**src/rtl/emergency_preempt_if.sv**
```systemverilog
// Emergency preemption signal bundle: raw sensor in, conditioned request out.
// There is no valid/ready handshake here. siren_raw is a free-running level,
// and every output is a registered level that can be sampled on any cycle.
interface emergency_preempt_if;
    logic       siren_raw;    // raw sensor, asynchronous to clk
    logic       emergency;    // preemption request (level)
    logic       fault;        // high while in FAULT
    logic [7:0] event_count;  // preemptions granted, saturating
    logic [2:0] dbg_state;    // current FSM state, for observation only

    modport master (
        output siren_raw,
        input  emergency,
        input  fault,
        input  event_count,
        input  dbg_state
    );

    modport slave (
        input  siren_raw,
        output emergency,
        output fault,
        output event_count,
        output dbg_state
    );
endinterface

```
**src/rtl/emergency_preempt.sv**
```systemverilog
// Emergency preemption conditioner. It synchronises and debounces the raw
// siren sensor, enforces a minimum hold and a release delay, and falls into
// FAULT when a preemption lasts too long (for example, a stuck sensor).
module emergency_preempt #(
    parameter int DEBOUNCE    = 4,
    parameter int MIN_HOLD    = 20,
    parameter int RELEASE_CYC = 6,
    parameter int MAX_HOLD    = 200,
    parameter int CW          = 8
) (
    input  logic          clk,
    input  logic          rst,
    emergency_preempt_if.slave bus
);

    typedef enum logic [2:0] {
        S_IDLE    = 3'd0,
        S_QUALIFY = 3'd1,
        S_ACTIVE  = 3'd2,
        S_RELEASE = 3'd3,
        S_FAULT   = 3'd4
    } state_t;

    localparam logic [CW-1:0] C_DEB_LAST = CW'(DEBOUNCE - 1);
    localparam logic [CW-1:0] C_MIN_HOLD = CW'(MIN_HOLD);
    localparam logic [CW-1:0] C_REL_LAST = CW'(RELEASE_CYC - 1);
    localparam logic [CW-1:0] C_MAX_LAST = CW'(MAX_HOLD - 1);
    localparam logic [CW-1:0] C_CNT_MAX  = {CW{1'b1}};

    logic          r_sync1;
    logic          r_sync2;
    state_t        r_state;
    logic [CW-1:0] r_q_cnt;
    logic [CW-1:0] r_hold_cnt;
    logic [CW-1:0] r_r_cnt;
    logic [7:0]    r_event_cnt;
    logic          r_emergency;
    logic          r_fault;

    state_t        w_state;
    logic [CW-1:0] w_q_cnt;
    logic [CW-1:0] w_hold_cnt;
    logic [CW-1:0] w_hold_inc;
    logic [CW-1:0] w_r_cnt;
    logic [7:0]    w_event_cnt;
    logic [7:0]    w_event_inc;
    logic          w_siren_s;

    assign w_siren_s   = r_sync2;
    assign w_hold_inc  = (r_hold_cnt == C_CNT_MAX) ? r_hold_cnt : r_hold_cnt + 1'b1;
    assign w_event_inc = (r_event_cnt == 8'hFF) ? r_event_cnt : r_event_cnt + 8'd1;

    // Two-flop synchroniser for the asynchronous sensor.
    always_ff @(posedge clk or posedge rst) begin
        if (rst) begin
            r_sync1 <= 1'b0;
            r_sync2 <= 1'b0;
        end else begin
            r_sync1 <= bus.siren_raw;
            r_sync2 <= r_sync1;
        end
    end

    // State, counter and registered-output update.
    always_ff @(posedge clk or posedge rst) begin
        if (rst) begin
            r_state     <= S_IDLE;
            r_q_cnt     <= '0;
            r_hold_cnt  <= '0;
            r_r_cnt     <= '0;
            r_event_cnt <= '0;
            r_emergency <= 1'b0;
            r_fault     <= 1'b0;
        end else begin
            r_state     <= w_state;
            r_q_cnt     <= w_q_cnt;
            r_hold_cnt  <= w_hold_cnt;
            r_r_cnt     <= w_r_cnt;
            r_event_cnt <= w_event_cnt;
            r_emergency <= (w_state == S_ACTIVE) || (w_state == S_RELEASE);
            r_fault     <= (w_state == S_FAULT);
        end
    end

    // Next-state and counter logic. All decisions use current register values.
    always_comb begin
        w_state     = r_state;
        w_q_cnt     = r_q_cnt;
        w_hold_cnt  = r_hold_cnt;
        w_r_cnt     = r_r_cnt;
        w_event_cnt = r_event_cnt;
        case (r_state)
            S_IDLE: begin
                if (w_siren_s) begin
                    if (DEBOUNCE == 1) begin
                        w_state     = S_ACTIVE;
                        w_hold_cnt  = '0;
                        w_event_cnt = w_event_inc;
                    end else begin
                        w_state = S_QUALIFY;
                        w_q_cnt = CW'(1);
                    end
                end
            end
            S_QUALIFY: begin
                if (!w_siren_s) begin
                    w_state = S_IDLE;
                    w_q_cnt = '0;
                end else if (r_q_cnt == C_DEB_LAST) begin
                    w_state     = S_ACTIVE;
                    w_q_cnt     = '0;
                    w_hold_cnt  = '0;
                    w_event_cnt = w_event_inc;
                end else begin
                    w_q_cnt = r_q_cnt + 1'b1;
                end
            end
            S_ACTIVE: begin
                w_hold_cnt = w_hold_inc;
                if (r_hold_cnt == C_MAX_LAST) begin
                    w_state = S_FAULT;
                    w_r_cnt = '0;
                end else if (!w_siren_s && (r_hold_cnt >= C_MIN_HOLD)) begin
                    w_state = S_RELEASE;
                    w_r_cnt = '0;
                end
            end
            S_RELEASE: begin
                w_hold_cnt = w_hold_inc;
                if (r_hold_cnt == C_MAX_LAST) begin
                    w_state = S_FAULT;
                    w_r_cnt = '0;
                end else if (w_siren_s) begin
                    // Glitch during release: resume the hold without re-debouncing.
                    w_state = S_ACTIVE;
                end else if (r_r_cnt == C_REL_LAST) begin
                    w_state = S_IDLE;
                end else begin
                    w_r_cnt = r_r_cnt + 1'b1;
                end
            end
            S_FAULT: begin
                if (w_siren_s) begin
                    w_r_cnt = '0;
                end else if (r_r_cnt == C_REL_LAST) begin
                    w_state = S_IDLE;
                    w_r_cnt = '0;
                end else begin
                    w_r_cnt = r_r_cnt + 1'b1;
                end
            end
            default: begin
                w_state = S_IDLE;
            end
        endcase
    end

    assign bus.emergency   = r_emergency;
    assign bus.fault       = r_fault;
    assign bus.event_count = r_event_cnt;
    assign bus.dbg_state   = r_state;

endmodule

```
**src/flat_wrapper.sv**
```systemverilog
// flat-port wrapper written by rule: the top's interface ports become plain ports
module emergency_preempt_flat 
#(
    parameter int DEBOUNCE    = 4,
    parameter int MIN_HOLD    = 20,
    parameter int RELEASE_CYC = 6,
    parameter int MAX_HOLD    = 200,
    parameter int CW          = 8
)
  (clk, rst, bus_siren_raw, bus_emergency, bus_fault, bus_event_count, bus_dbg_state);
  emergency_preempt_if bus_i ();
  input  logic clk;
  input  logic rst;
  input wire logic [$bits(bus_i.siren_raw)-1:0] bus_siren_raw;
  output wire logic [$bits(bus_i.emergency)-1:0] bus_emergency;
  output wire logic [$bits(bus_i.fault)-1:0] bus_fault;
  output wire logic [$bits(bus_i.event_count)-1:0] bus_event_count;
  output wire logic [$bits(bus_i.dbg_state)-1:0] bus_dbg_state;
  assign bus_i.siren_raw = bus_siren_raw;
  assign bus_emergency = bus_i.emergency;
  assign bus_fault = bus_i.fault;
  assign bus_event_count = bus_i.event_count;
  assign bus_dbg_state = bus_i.dbg_state;
  emergency_preempt #(.DEBOUNCE(DEBOUNCE), .MIN_HOLD(MIN_HOLD), .RELEASE_CYC(RELEASE_CYC), .MAX_HOLD(MAX_HOLD), .CW(CW)) u_core (.clk(clk), .rst(rst), .bus(bus_i));
endmodule
```
**config.mk**
```make
export PLATFORM = sky130hd
export DESIGN_NAME = emergency_preempt_flat
export DESIGN_NICKNAME = d
export VERILOG_FILES = /design/src/rtl/emergency_preempt_if.sv /design/src/rtl/emergency_preempt.sv /design/src/flat_wrapper.sv
export SDC_FILE = /design/constraint.sdc
export NUM_CORES = 1
export LEC_CHECK = 0
export ABC_AREA = 1
export BUFFER_PORTS_ARGS = -buffer_cell sky130_fd_sc_hd__buf_2
export CAP_MARGIN = 15
export CORE_UTILIZATION = 45
export CTS_BUF_LIST = sky130_fd_sc_hd__clkbuf_16
export DETAILED_ROUTE_END_ITERATION = 12
export PLACE_DENSITY = 0.71
export SLEW_MARGIN = 20
export SYNTH_ARGS = -nofsm -noshare
export SYNTH_HDL_FRONTEND = slang
export SYNTH_SLANG_ARGS = --single-unit
```
**constraint.sdc**
```tcl
create_clock -name clk -period 4.4 [get_ports clk]
set_input_delay 0.66 -clock clk [delete_from_list [all_inputs] [get_ports clk]]
set_output_delay 0.66 -clock clk [all_outputs]
set_load 0.01 [all_outputs]
```
==> flow_metrics.env, run 1 <==
export IMPL_powerDensity_mw_per_mm2=416
export IMPL_async_flop_share_pct=100
export IMPL_clock_latency_ns=0.28
export IMPL_rsz0062_at_grt="no"
export IMPL_hold_violations=0
export IMPL_sw_frac_of_total_pct=36.8
export IMPL_drc_errors=0
export IMPL_r2r_cells=7
export IMPL_hold_end="u_core.r_sync2"
export IMPL_dpl_hpwl_microns=3640
export IMPL_timing_hold_ws_ns=0.358
export IMPL_cts_sinks=39
export IMPL_synthTopCellsByCount="111 x nand2_1, 39 x dfrtp_1, 36 x inv_1"
export IMPL_yosysTopAreaCell="dfrtp_1"
export IMPL_ir_worst_vdd_mv=0.212
export IMPL_min_from="u_core.r_sync1"
export IMPL_timing_fmax_mhz=569
export IMPL_grt_use_total_pct=20.9
export IMPL_cp_start_kind="flop"
export IMPL_relSlewSlack_pct=58.9
export IMPL_layout_drive_gt1_share_pct=12.2
export IMPL_fin_ws_ns=2.64
export IMPL_start_util_pct=47.3
export IMPL_drt_first_pass_iters=4
export IMPL_cp_data_arrival_time_ns=1.97
export IMPL_synth_cell_types=28
export IMPL_ant_nets=0
export IMPL_power_frac_comb_pct=28.1
export IMPL_post_synth_top_count_cell="nand2_1"
export IMPL_place_ws_ns=2.66
export IMPL_yosys_warnings=0
export IMPL_synthTopCellsByArea="dfrtp_1 40%, nand2_1 17%, nand3_1 6.3%"
export IMPL_crit_chain="ha_1, inv_1, nor3_2, nand3_1, nor2_2, o21ai_0, o21ai_1"
export IMPL_worst_pin_slew_ns=0.615
export IMPL_max_cap_violations=0
export IMPL_antenna_found_initial=0
export IMPL_wl_microns=5160
export IMPL_placed_area_sq_mm=0.00259
export IMPL_critPathMaxStageDelay_ns=0.40
export IMPL_area_growth_syn_to_layout_pct=11.5
export IMPL_final_nets=370
export IMPL_synth_area_sq_mm=0.00245
export IMPL_worstHoldPathCells=0
export IMPL_grt_max_degree=40
export IMPL_cts_hold_fix_buffers=0
export IMPL_worstReg2RegStart="u_core.r_q_cnt[0]"
export IMPL_cts_max_level=2
export IMPL_internal_power_mw=0.718
export IMPL_timing_rr_end="u_core.bus.event_count[2]"
export IMPL_power_frac_clock_pct=31.2
export IMPL_pwr_share_seq_pct=40.7
export IMPL_grt_overflow=0
export IMPL_cp_startpoint="u_core.r_q_cnt[0]"
export IMPL_power_switching_mw=0.418
export IMPL_grt_pass1_vias=2046
export IMPL_die_h_microns=75.8
export IMPL_place_gp_congestion=0.889
export IMPL_synth_edff_count=0
export IMPL_cp_num_buf_inv=1
export IMPL_dieArea_sq_mm=0.00574
export IMPL_diodes=0
export IMPL_core_area_sq_mm=0.00517
export IMPL_drv_slew=0
export IMPL_cts_buffer_depth=2
export IMPL_critical_path_peak_fanout=12
export IMPL_drt_wirelength_per_cell_microns=11.9
export IMPL_reg2reg_slack_ns=2.64
export IMPL_synth_avg_cell_area_sq_um=7.14
export IMPL_vias_per_cell=5.12
export IMPL_fin_crit_sh_pct=39.9
export IMPL_clockRootBuffer="clkbuf_16"
export IMPL_cts_tree="done"
export IMPL_cp_slowest_cell="dfrtp_1"
export IMPL_grt_first_pass_wirelength_microns=8940
export IMPL_cp_top_family="simple AND/OR/NAND/NOR gates"
export IMPL_fin_skew_ns=0.00449
export IMPL_num_vias=2213
export IMPL_critPathRequiredTime_ns=4.61
export IMPL_synth_flop_cell="dfrtp_1"
export IMPL_setup_viol=0
export IMPL_yosysSeqAreaShare_pct=39.9
export IMPL_timing_setup_tns_ns=0
export IMPL_synthCells=343
export IMPL_cts_buffers=5
export IMPL_cts_clk_slew_worst_paths_ns=0.06
export IMPL_end_kind="flop"
export IMPL_post_cts_repair_setup_buffers=0
export IMPL_p_leak_nw=1.40
export IMPL_synth_net_count=352
export IMPL_ys_ff_latch=39
export IMPL_finalCriticalPeriod_ns=1.76
export IMPL_hp_class="reg2reg"
export IMPL_synth_top_cell_area_share_pct=39.9
export IMPL_io_buffers=15
export IMPL_placementRows=26
export IMPL_fin_area_sq_mm=0.00273
export IMPL_status="complete, no violations"
export IMPL_chipWidth_microns=75.8
export IMPL_ios=16
export IMPL_worst_setup_path_type="reg2reg"
export IMPL_n_fill_cell=490
export IMPL_cts_resized=0
export IMPL_drt_initial_drc_count=116
==> state kept, by name (all words and copies together) (netlist names) <==
| signal | cells |
|---|---|
| u_core.r_r_cnt | 8 |
| u_core.r_sync1 | 1 |
| u_core.bus.dbg_state | 3 |
| u_core.bus.emergency | 1 |
| u_core.r_q_cnt | 8 |
| u_core.r_sync2 | 1 |
| u_core.bus.fault | 1 |
| u_core.bus.event_count | 8 |
| u_core.r_hold_cnt | 8 |
==> cell families (layout without fill, tap and decap cells) <==
group / after synthesis / after routing / synth area share [%]
buf+inv: 48 / 67 / 7.92
fa+ha+maj: 6 / 6 / 3.07
flops: 39 / 39 / 39.9
compound gates: 29 / 29 / 6.08
xor+xnor: 12 / 12 / 4.29
simple gates: 209 / 209 / 38.8
==> cell usage in the layout, fill, tap and decap left out <==
| master | n |
|---|---|
| nand2_2 | 4 |
| nor3_1 | 5 |
| xnor2_1 | 3 |
| o21ai_1 | 8 |
| nand2_4 | 1 |
| ha_1 | 6 |
| buf_4 | 1 |
| clkinv_2 | 1 |
| nand3_2 | 2 |
| xor2_1 | 9 |
| nand3b_1 | 2 |
| nand3_1 | 31 |
| o21ai_0 | 15 |
| and2_1 | 1 |
| inv_2 | 5 |
| nor2_4 | 3 |
| nand4_1 | 16 |
| clkbuf_16 | 5 |
| dfrtp_1 | 39 |
| buf_2 | 15 |
| nor2_2 | 2 |
| nor2_1 | 29 |
| a21oi_1 | 5 |
| o21ai_2 | 1 |
| inv_1 | 36 |
| nor3_2 | 2 |
| clkinvlp_4 | 2 |
| clkinv_1 | 2 |
| nand2_1 | 111 |
==> power by group through the flow <==
stage                     registers [mW]  logic (mW)  clock network [mW]
after floorplan                    0.461       0.240                   0
after global placement             0.466       0.316                   0
after detailed placement           0.468       0.320                   0
after CTS                          0.462       0.321               0.367
after global routing               0.470       0.364               0.380
final                              0.462       0.319               0.354
==> worst reg2reg max path, delay by kind of cell (launching register included) <==
family	cells	cell delay, ns
AO/OA/AOI/OAI	2	0.27
adder cells (fa/ha/maj)	1	0.23
buffers and inverters	1	0.09
flip-flops	1	0.40
AND/OR/NAND/NOR	3	0.69
==> layer usage <==
| layer | global-route usage [%] | wire (microns) |
|---|---|---|
| met5 | 0 | 0 |
| met2 | 35.6 | 2470 |
| met4 | 8.64 | 55 |
| met3 | 4.63 | 245 |
| met1 | 25.5 | 2380 |
==> area by class of cell <==
cell class                      count  area [sq um]  share of cell area [%]
Sequential cell                    39           976                    35.7
Multi-Input combinational cell    256          1280                    46.8
Clock buffer                        5           125                    4.58
Clock inverter                      3          20.0                   0.733
Inverter                           43           161                    5.91
Timing Repair Buffer               16          82.6                    3.02
Tap cell                           70          87.6                    3.21
==> how the worst max path moves through the flow <==
| stage | endpoint | slack, ns | depth (start not counted) |
|---|---|---|---|
| final | u_core.bus.event_count[2] | 2.64 | 7 |
| after floorplan | u_core.bus.dbg_state[0] | 2.85 | 1 |
| after global placement | u_core.bus.event_count[2] | 2.74 | 8 |
| after CTS | u_core.bus.event_count[2] | 2.64 | 7 |
| after detailed placement | u_core.bus.event_count[2] | 2.66 | 7 |
| after global routing | u_core.bus.event_count[2] | 2.47 | 7 |
==> through the flow <==
stage	instances	util, %	power, mW
2_1_floorplan	343	-	0.702
3_3_place_gp	424	50.0	0.783
3_5_place_dp	424	50.0	0.788
4_1_cts	432	52.8	1.15
5_1_grt	432	52.8	1.21
6_report	432	52.8	1.14
(Power assumes the default switching activity.)
==> inputs of run 2 (changes only) <==
ABC_AREA = 0   (was 1)
PLACE_DENSITY = 0.72   (was 0.71)
clock period = 1.7 ns   (was 4.4 ns; I/O delays follow)
==> run 2 against run 1 <==
  * First-iteration DRC count down 17%
  * Synthesized cell count down 40%
  * Setup slack worse by 3.1 ns
  * The run now ends with setup timing left
  * Non-clock buffer count up 48
  * Total power rose to 3.1 times the previous value
  * Critical path depth down 2
  * Sequential power rose to 2.6 times the previous value
  * Die area down 18%
  * Largest cell class unchanged
  * Sequential cell count unchanged
==> flow_metrics.env, run 2 <==
export IMPL_place_gp_congestion=0.865
export IMPL_cts_tree="done"
export IMPL_layout_drive_gt1_share_pct=36.9
export IMPL_fin_skew_ns=0.00629
export IMPL_synth_avg_cell_area_sq_um=9.69
export IMPL_cts_sinks=39
export IMPL_finalPower_mw=3.54
export IMPL_worst_pin_slew_ns=0.496
export IMPL_cts_buffers=5
export IMPL_utilization_pct=67.3
export IMPL_power_frac_clock_pct=30.0
export IMPL_critPathRequiredTime_ns=1.86
export IMPL_yosysSeqAreaShare_pct=48.7
export IMPL_finalCriticalPeriod_ns=2.18
export IMPL_internal_power_mw=2.37
export IMPL_max_cap_violations=0
export IMPL_multi_input_area_sq_mm=0.00110
export IMPL_drv_slew=0
export IMPL_timing_setup_tns_ns=-8.40
export IMPL_grt_use_total_pct=22.2
export IMPL_area_growth_syn_to_layout_pct=39.1
export IMPL_violations="setup timing"
export IMPL_register_area_sq_um=976
export IMPL_synth_edff_count=0
export IMPL_cp_data_arrival_time_ns=2.34
export IMPL_cp_start_kind="flop"
export IMPL_layout_common_cells="46 x buf_4, 39 x dfrtp_1, 19 x nand2_1, 17 x o21ai_0, 15 x buf_2"
export IMPL_antenna_found_initial=0
export IMPL_drc_errors=0
export IMPL_placed_area_sq_mm=0.00248
export IMPL_synthTopCellsByArea="dfrtp_1 49%, o21ai_0 6.5%, ha_1 3.7%"
export IMPL_yosysTopAreaCell="dfrtp_1"
export IMPL_synth_area_mux_share_pct=0.561
export IMPL_start_util_pct=48.4
export IMPL_sw_frac_of_total_pct=33.1
export IMPL_crit_cells=5
export IMPL_cp_num_buf_inv=0
export IMPL_synth_top_cell_area_share_pct=48.7
export IMPL_final_nets=282
export IMPL_synth_top_family_by_area="simple AND/OR/NAND/NOR gates"
export IMPL_clock_latency_ns=0.28
export IMPL_place_ws_ns=-0.511
export IMPL_fin_crit_sh_pct=128
export IMPL_synth_net_count=216
export IMPL_rsz0062_at_grt="yes"
export IMPL_drt_first_pass_iters=4
export IMPL_synthTopCellsByCount="39 x dfrtp_1, 26 x o21ai_0, 20 x nand2_1"
export IMPL_timing_rr_end="u_core.bus.event_count[1]"
export IMPL_synthXorXnorAreaFrac_pct=4.37
export IMPL_setup_viol=33
export IMPL_vias_per_cell=5.67
export IMPL_yosys_warnings=0
export IMPL_placementRows=23
export IMPL_r2r_cells=5
export IMPL_hp_class="in2async"
export IMPL_power_switching_mw=1.17
export IMPL_fin_area_sq_mm=0.00279
export IMPL_crit_chain="ha_2, or4b_4, or4_4, a31oi_4, mux2_1"
export IMPL_worst_setup_path_type="reg2reg"
export IMPL_worstReg2RegStart="u_core.r_q_cnt[0]"
export IMPL_grt_first_pass_wirelength_microns=7580
export IMPL_reg2reg_slack_ns=-0.48
export IMPL_synth_compound_area_share_pct=18.5
export IMPL_diodes=0
export IMPL_ant_nets=0
export IMPL_async_flop_share_pct=100
export IMPL_drt_wirelength_per_cell_microns=14.6
export IMPL_grt_pass1_vias=1699
export IMPL_num_vias=1836
export IMPL_relSlewSlack_pct=67.0
export IMPL_synthCells=207
export IMPL_grt_max_degree=40
export IMPL_ios=16
export IMPL_critPathMaxStageDelay_ns=0.46
export IMPL_synthAdderAreaFrac_pct=3.74
export IMPL_power_frac_comb_pct=36.7
export IMPL_post_synth_top_count_cell="dfrtp_1"
export IMPL_final_common_cell="buf_4"
export IMPL_synth_cell_types=44
export IMPL_cp_slowest_cell="or4_4"
export IMPL_synth_flop_cell="dfrtp_1"
export IMPL_end_kind="flop"
export IMPL_n_fill_cell=311
export IMPL_cp_top_family="simple AND/OR/NAND/NOR gates"
export IMPL_grt_overflow=0
export IMPL_cts_hold_fix_buffers=0
export IMPL_powerDensity_mw_per_mm2=1270
export IMPL_chipWidth_microns=68.8
export IMPL_pwr_share_seq_pct=33.3
export IMPL_synth_area_sq_mm=0.00201
export IMPL_hold_violations=0
export IMPL_status="finished with violations"
export IMPL_dieArea_sq_mm=0.00473
export IMPL_drt_initial_drc_count=96
export IMPL_core_area_sq_mm=0.00414
export IMPL_cts_buffer_depth=2
export IMPL_cts_max_level=2
export IMPL_ir_worst_vdd_mv=0.841
export IMPL_dpl_hpwl_microns=3240
export IMPL_fin_ws_ns=-0.476
export IMPL_yosys_area_share_simple_pct=21.2
export IMPL_wl_microns=4720
export IMPL_clockRootBuffer="clkbuf_16"
export IMPL_timing_fmax_mhz=460
export IMPL_p_leak_nw=1.30
export IMPL_critical_path_peak_fanout=8
export IMPL_io_buffers=15
export IMPL_ys_ff_latch=39
export IMPL_cts_clk_slew_worst_paths_ns=0.06
export IMPL_die_h_microns=68.8
==> run 2: worst max-delay path by stage <==
stage	slack [ns]	from	to
global placement	-0.46	u_core.r_q_cnt[0]	u_core.bus.event_count[1]
detailed placement	-0.51	u_core.r_q_cnt[0]	u_core.bus.event_count[1]
global route	-0.54	u_core.r_q_cnt[0]	u_core.bus.event_count[1]
CTS	-0.49	u_core.r_q_cnt[0]	u_core.bus.event_count[1]
floorplan	-0.46	u_core.r_q_cnt[0]	u_core.bus.event_count[1]
finish	-0.48	u_core.r_q_cnt[0]	u_core.bus.event_count[1]
==> run 2: timing repair <==
item	4_1_cts	5_1_grt
pin swaps	4	10
resized for setup	13	17
cloned	0	1
buffers inserted	3	0
setup endpoints to repair	31	35
==> run 2: cell families (layout without fill, tap and decap cells) <==
group	count (synthesis)	count (layout)
DFF	39	39
buffers and inverters	13	80
adders and majority gates	6	6
AOI/OAI and AO/OA	60	60
and+or+nand+nor	78	78
xor gates and xnor gates	10	10
muxes	1	1
==> run 2: worst min-delay path: stages <==
cell and delay (ns):
buf_2 0.09, inv_1 0.04, buf_4 0.42
==> run 2: area by class of cell <==
class                   count  area share, %
clock buffers               5           4.48
well taps                  50           2.24
repair buffers             64           16.3
multi-input cells         155           39.4
inverters                   8           1.08
flip-flops and latches     39           35.0
clock inverters             3           1.57
==> run 2: power groups by stage <==
| stage | logic (mW) | registers (mW) | clock network [mW] |
|---|---|---|---|
| 2_1_floorplan | 0.586 | 1.26 | 0 |
| 3_3_place_gp | 1.12 | 1.19 | 0 |
| 3_5_place_dp | 1.16 | 1.19 | 0 |
| 4_1_cts | 1.21 | 1.18 | 1.08 |
| 5_1_grt | 1.44 | 1.20 | 1.12 |
| 6_report | 1.30 | 1.18 | 1.06 |
==> run 2: stage by stage <==
stage	std cells	hold slack [ns]
global route	324	0.0769
floorplan	207	0.286
finish	324	0.0844
global placement	312	0.332
detailed placement	312	0.353
CTS	323	0.0816
==> run 2: routing by layer <==
layer / routed length, microns / up-vias / part of all wire [%] / track usage [%]
met3: 174 / 7 / 3.7 / 5.92
met4: 61 / 0 / 1.3 / 7.40
met2: 2340 / 45 / 50 / 36.9
met1: 2140 / 885 / 45 / 28.0
met5: 0 / - / 0 / 0
li1: - / 899 / - / -
==> inputs of run 3 (changes only) <==
RECOVER_POWER = 25   (was not set)
==> run 3 against run 2 <==
  * The flow still finishes with violations (setup timing)
  * Combinational power about the same
  * Largest power group unchanged
  * Sequential share of layout area about the same
  * Highest routed layer unchanged
  * Critical path depth unchanged
  * Cell count is the same
  * Routed wire length shrank 0.23%
  * Critical endpoint unchanged
==> flow_metrics.env, run 3 (same netlist as run 2, synthesis figures left out) <==
export IMPL_ios=16
export IMPL_stdcell_count=324
export IMPL_critPathRequiredTime_ns=1.86
export IMPL_max_cap_violations=0
export IMPL_n_fill_cell=310
export IMPL_hp_class="in2reg"
export IMPL_top_layer="met4"
export IMPL_ir_worst_vdd_mv=0.837
export IMPL_layout_common_cells="45 x buf_4, 39 x dfrtp_1, 19 x nand2_1, 17 x o21ai_0, 15 x buf_2"
export IMPL_drv_slew=0
export IMPL_cp_start_kind="flop"
export IMPL_timing_fmax_mhz=460
export IMPL_fin_skew_ns=0.00629
export IMPL_cts_sinks=39
export IMPL_final_common_cell="buf_4"
export IMPL_register_area_sq_um=976
export IMPL_wl_met3_microns=174
export IMPL_clockRootBuffer="clkbuf_16"
export IMPL_cp_data_arrival_time_ns=2.34
export IMPL_grt_overflow=0
export IMPL_powerDensity_mw_per_mm2=1270
export IMPL_grt_first_pass_wirelength_microns=7580
export IMPL_multi_input_area_sq_mm=0.00110
export IMPL_fin_crit_sh_pct=128
export IMPL_drt_met1_wl_microns=2150
export IMPL_drt_first_pass_iters=4
export IMPL_finalCriticalPeriod_ns=2.17
export IMPL_diodes=0
export IMPL_place_ws_ns=-0.511
export IMPL_num_vias=1834
export IMPL_antenna_found_initial=0
export IMPL_die_h_microns=68.8
export IMPL_grt_use_total_pct=22.2
export IMPL_area_growth_syn_to_layout_pct=39.0
export IMPL_grt_pass1_vias=1699
export IMPL_layout_drive_gt1_share_pct=36.9
export IMPL_worst_pin_slew_ns=0.962
export IMPL_rsz0062_at_grt="yes"
export IMPL_critical_path_peak_fanout=8
export IMPL_core_area_sq_mm=0.00414
export IMPL_dp_cells=312
export IMPL_wl_met2_microns=2330
export IMPL_clock_latency_ns=0.28
export IMPL_relSlewSlack_pct=35.8
export IMPL_setup_viol=33
export IMPL_io_buffers=15
export IMPL_worst_setup_path_type="reg2reg"
export IMPL_final_nets=282
export IMPL_drt_initial_drc_count=97
export IMPL_timing_setup_tns_ns=-8.39
export IMPL_chipWidth_microns=68.8
export IMPL_start_util_pct=48.4
export IMPL_drt_wirelength_per_cell_microns=14.5
export IMPL_cts_clk_slew_worst_paths_ns=0.06
export IMPL_cts_buffer_depth=2
export IMPL_place_gp_congestion=0.865
export IMPL_grt_max_degree=40
export IMPL_end_kind="flop"
export IMPL_cts_tree="done"
export IMPL_dpl_hpwl_microns=3240
export IMPL_ant_nets=0
export IMPL_drc_errors=0
export IMPL_status="finished with violations"
export IMPL_cts_max_level=2
export IMPL_hold_violations=0
export IMPL_cts_buffers=5
export IMPL_dieArea_sq_mm=0.00473
export IMPL_vias_per_cell=5.66
export IMPL_p_leak_nw=1.30
export IMPL_wl_microns=4710
export IMPL_placementRows=23
export IMPL_violations="setup timing"
export IMPL_fin_ws_ns=-0.475
run 3: cell count changes in the layout (fill, tap and decap cells not counted), sizes merged:
cell / previous run / this run
buf: 64 / 63
clkbuf: 5 / 6
run 3: critical path: stages, from the launching register on:
cell and delay, ns:
dfrtp_1 0.35, ha_2 0.17, or4b_4 0.45, or4_4 0.46, a31oi_4 0.27, mux2_1 0.35
run 3: through the flow:
stage | cell area, sq um | util, % | total power [mW] | hold slack [ns]
after floorplan | 2040 | - | 1.85 | 0.286
after global placement | 2480 | 59.8 | 2.31 | 0.332
after detailed placement | 2480 | 59.8 | 2.35 | 0.353
after CTS | 2710 | 65.4 | 3.47 | 0.0816
after global routing | 2790 | 67.3 | 3.75 | 0.0769
final | 2790 | 67.3 | 3.54 | 0.0850
run 3: what timing repair did:
action                     4_1_cts  5_1_grt
pin swaps                        4       10
hold buffers                     0        0
resized for setup               13       17
cloned                           0        1
setup endpoints to repair       31       35
buffers inserted                 3        0
run 3: final timing paths:
path / startpoint / slack, ns / depth (start not counted) / to
setup / recovery: u_core.r_q_cnt[0] / -0.47 / 5 / u_core.bus.event_count[1]
hold / removal: bus_siren_raw / 0.08 / 1 / u_core.r_sync1
setup reg to reg: u_core.r_q_cnt[0] / -0.47 / 5 / u_core.bus.event_count[1]
hold reg to reg: u_core.r_sync1 / 0.36 / 0 / u_core.r_sync2
max in group asynchronous: rst / 0.85 / 3 / u_core.r_q_cnt[5]
min in group asynchronous: rst / 0.26 / 3 / u_core.bus.event_count[4]
run 3: cell type report:
type,count,share of cell area (%)
clock buffer,5,4.49
sequential,39,35.0
timing repair buffer,64,16.2
multi-input combinational,155,39.4
clock inverter,3,1.57
tap,50,2.24
inverter,8,1.08
run 3: per-layer routing:
metal | vias to the layer above | global-route usage (%)
met5 | - | 0
met4 | 0 | 7.40
met3 | 7 | 5.92
met2 | 45 | 36.9
met1 | 883 | 28.0
li1 | 899 | -
run 3: where the power goes:
| part | switching, mW | internal [mW] |
|---|---|---|
| combinational | 0.694 | 0.606 |
| clock | 0.370 | 0.691 |
| sequential | 0.106 | 1.07 |
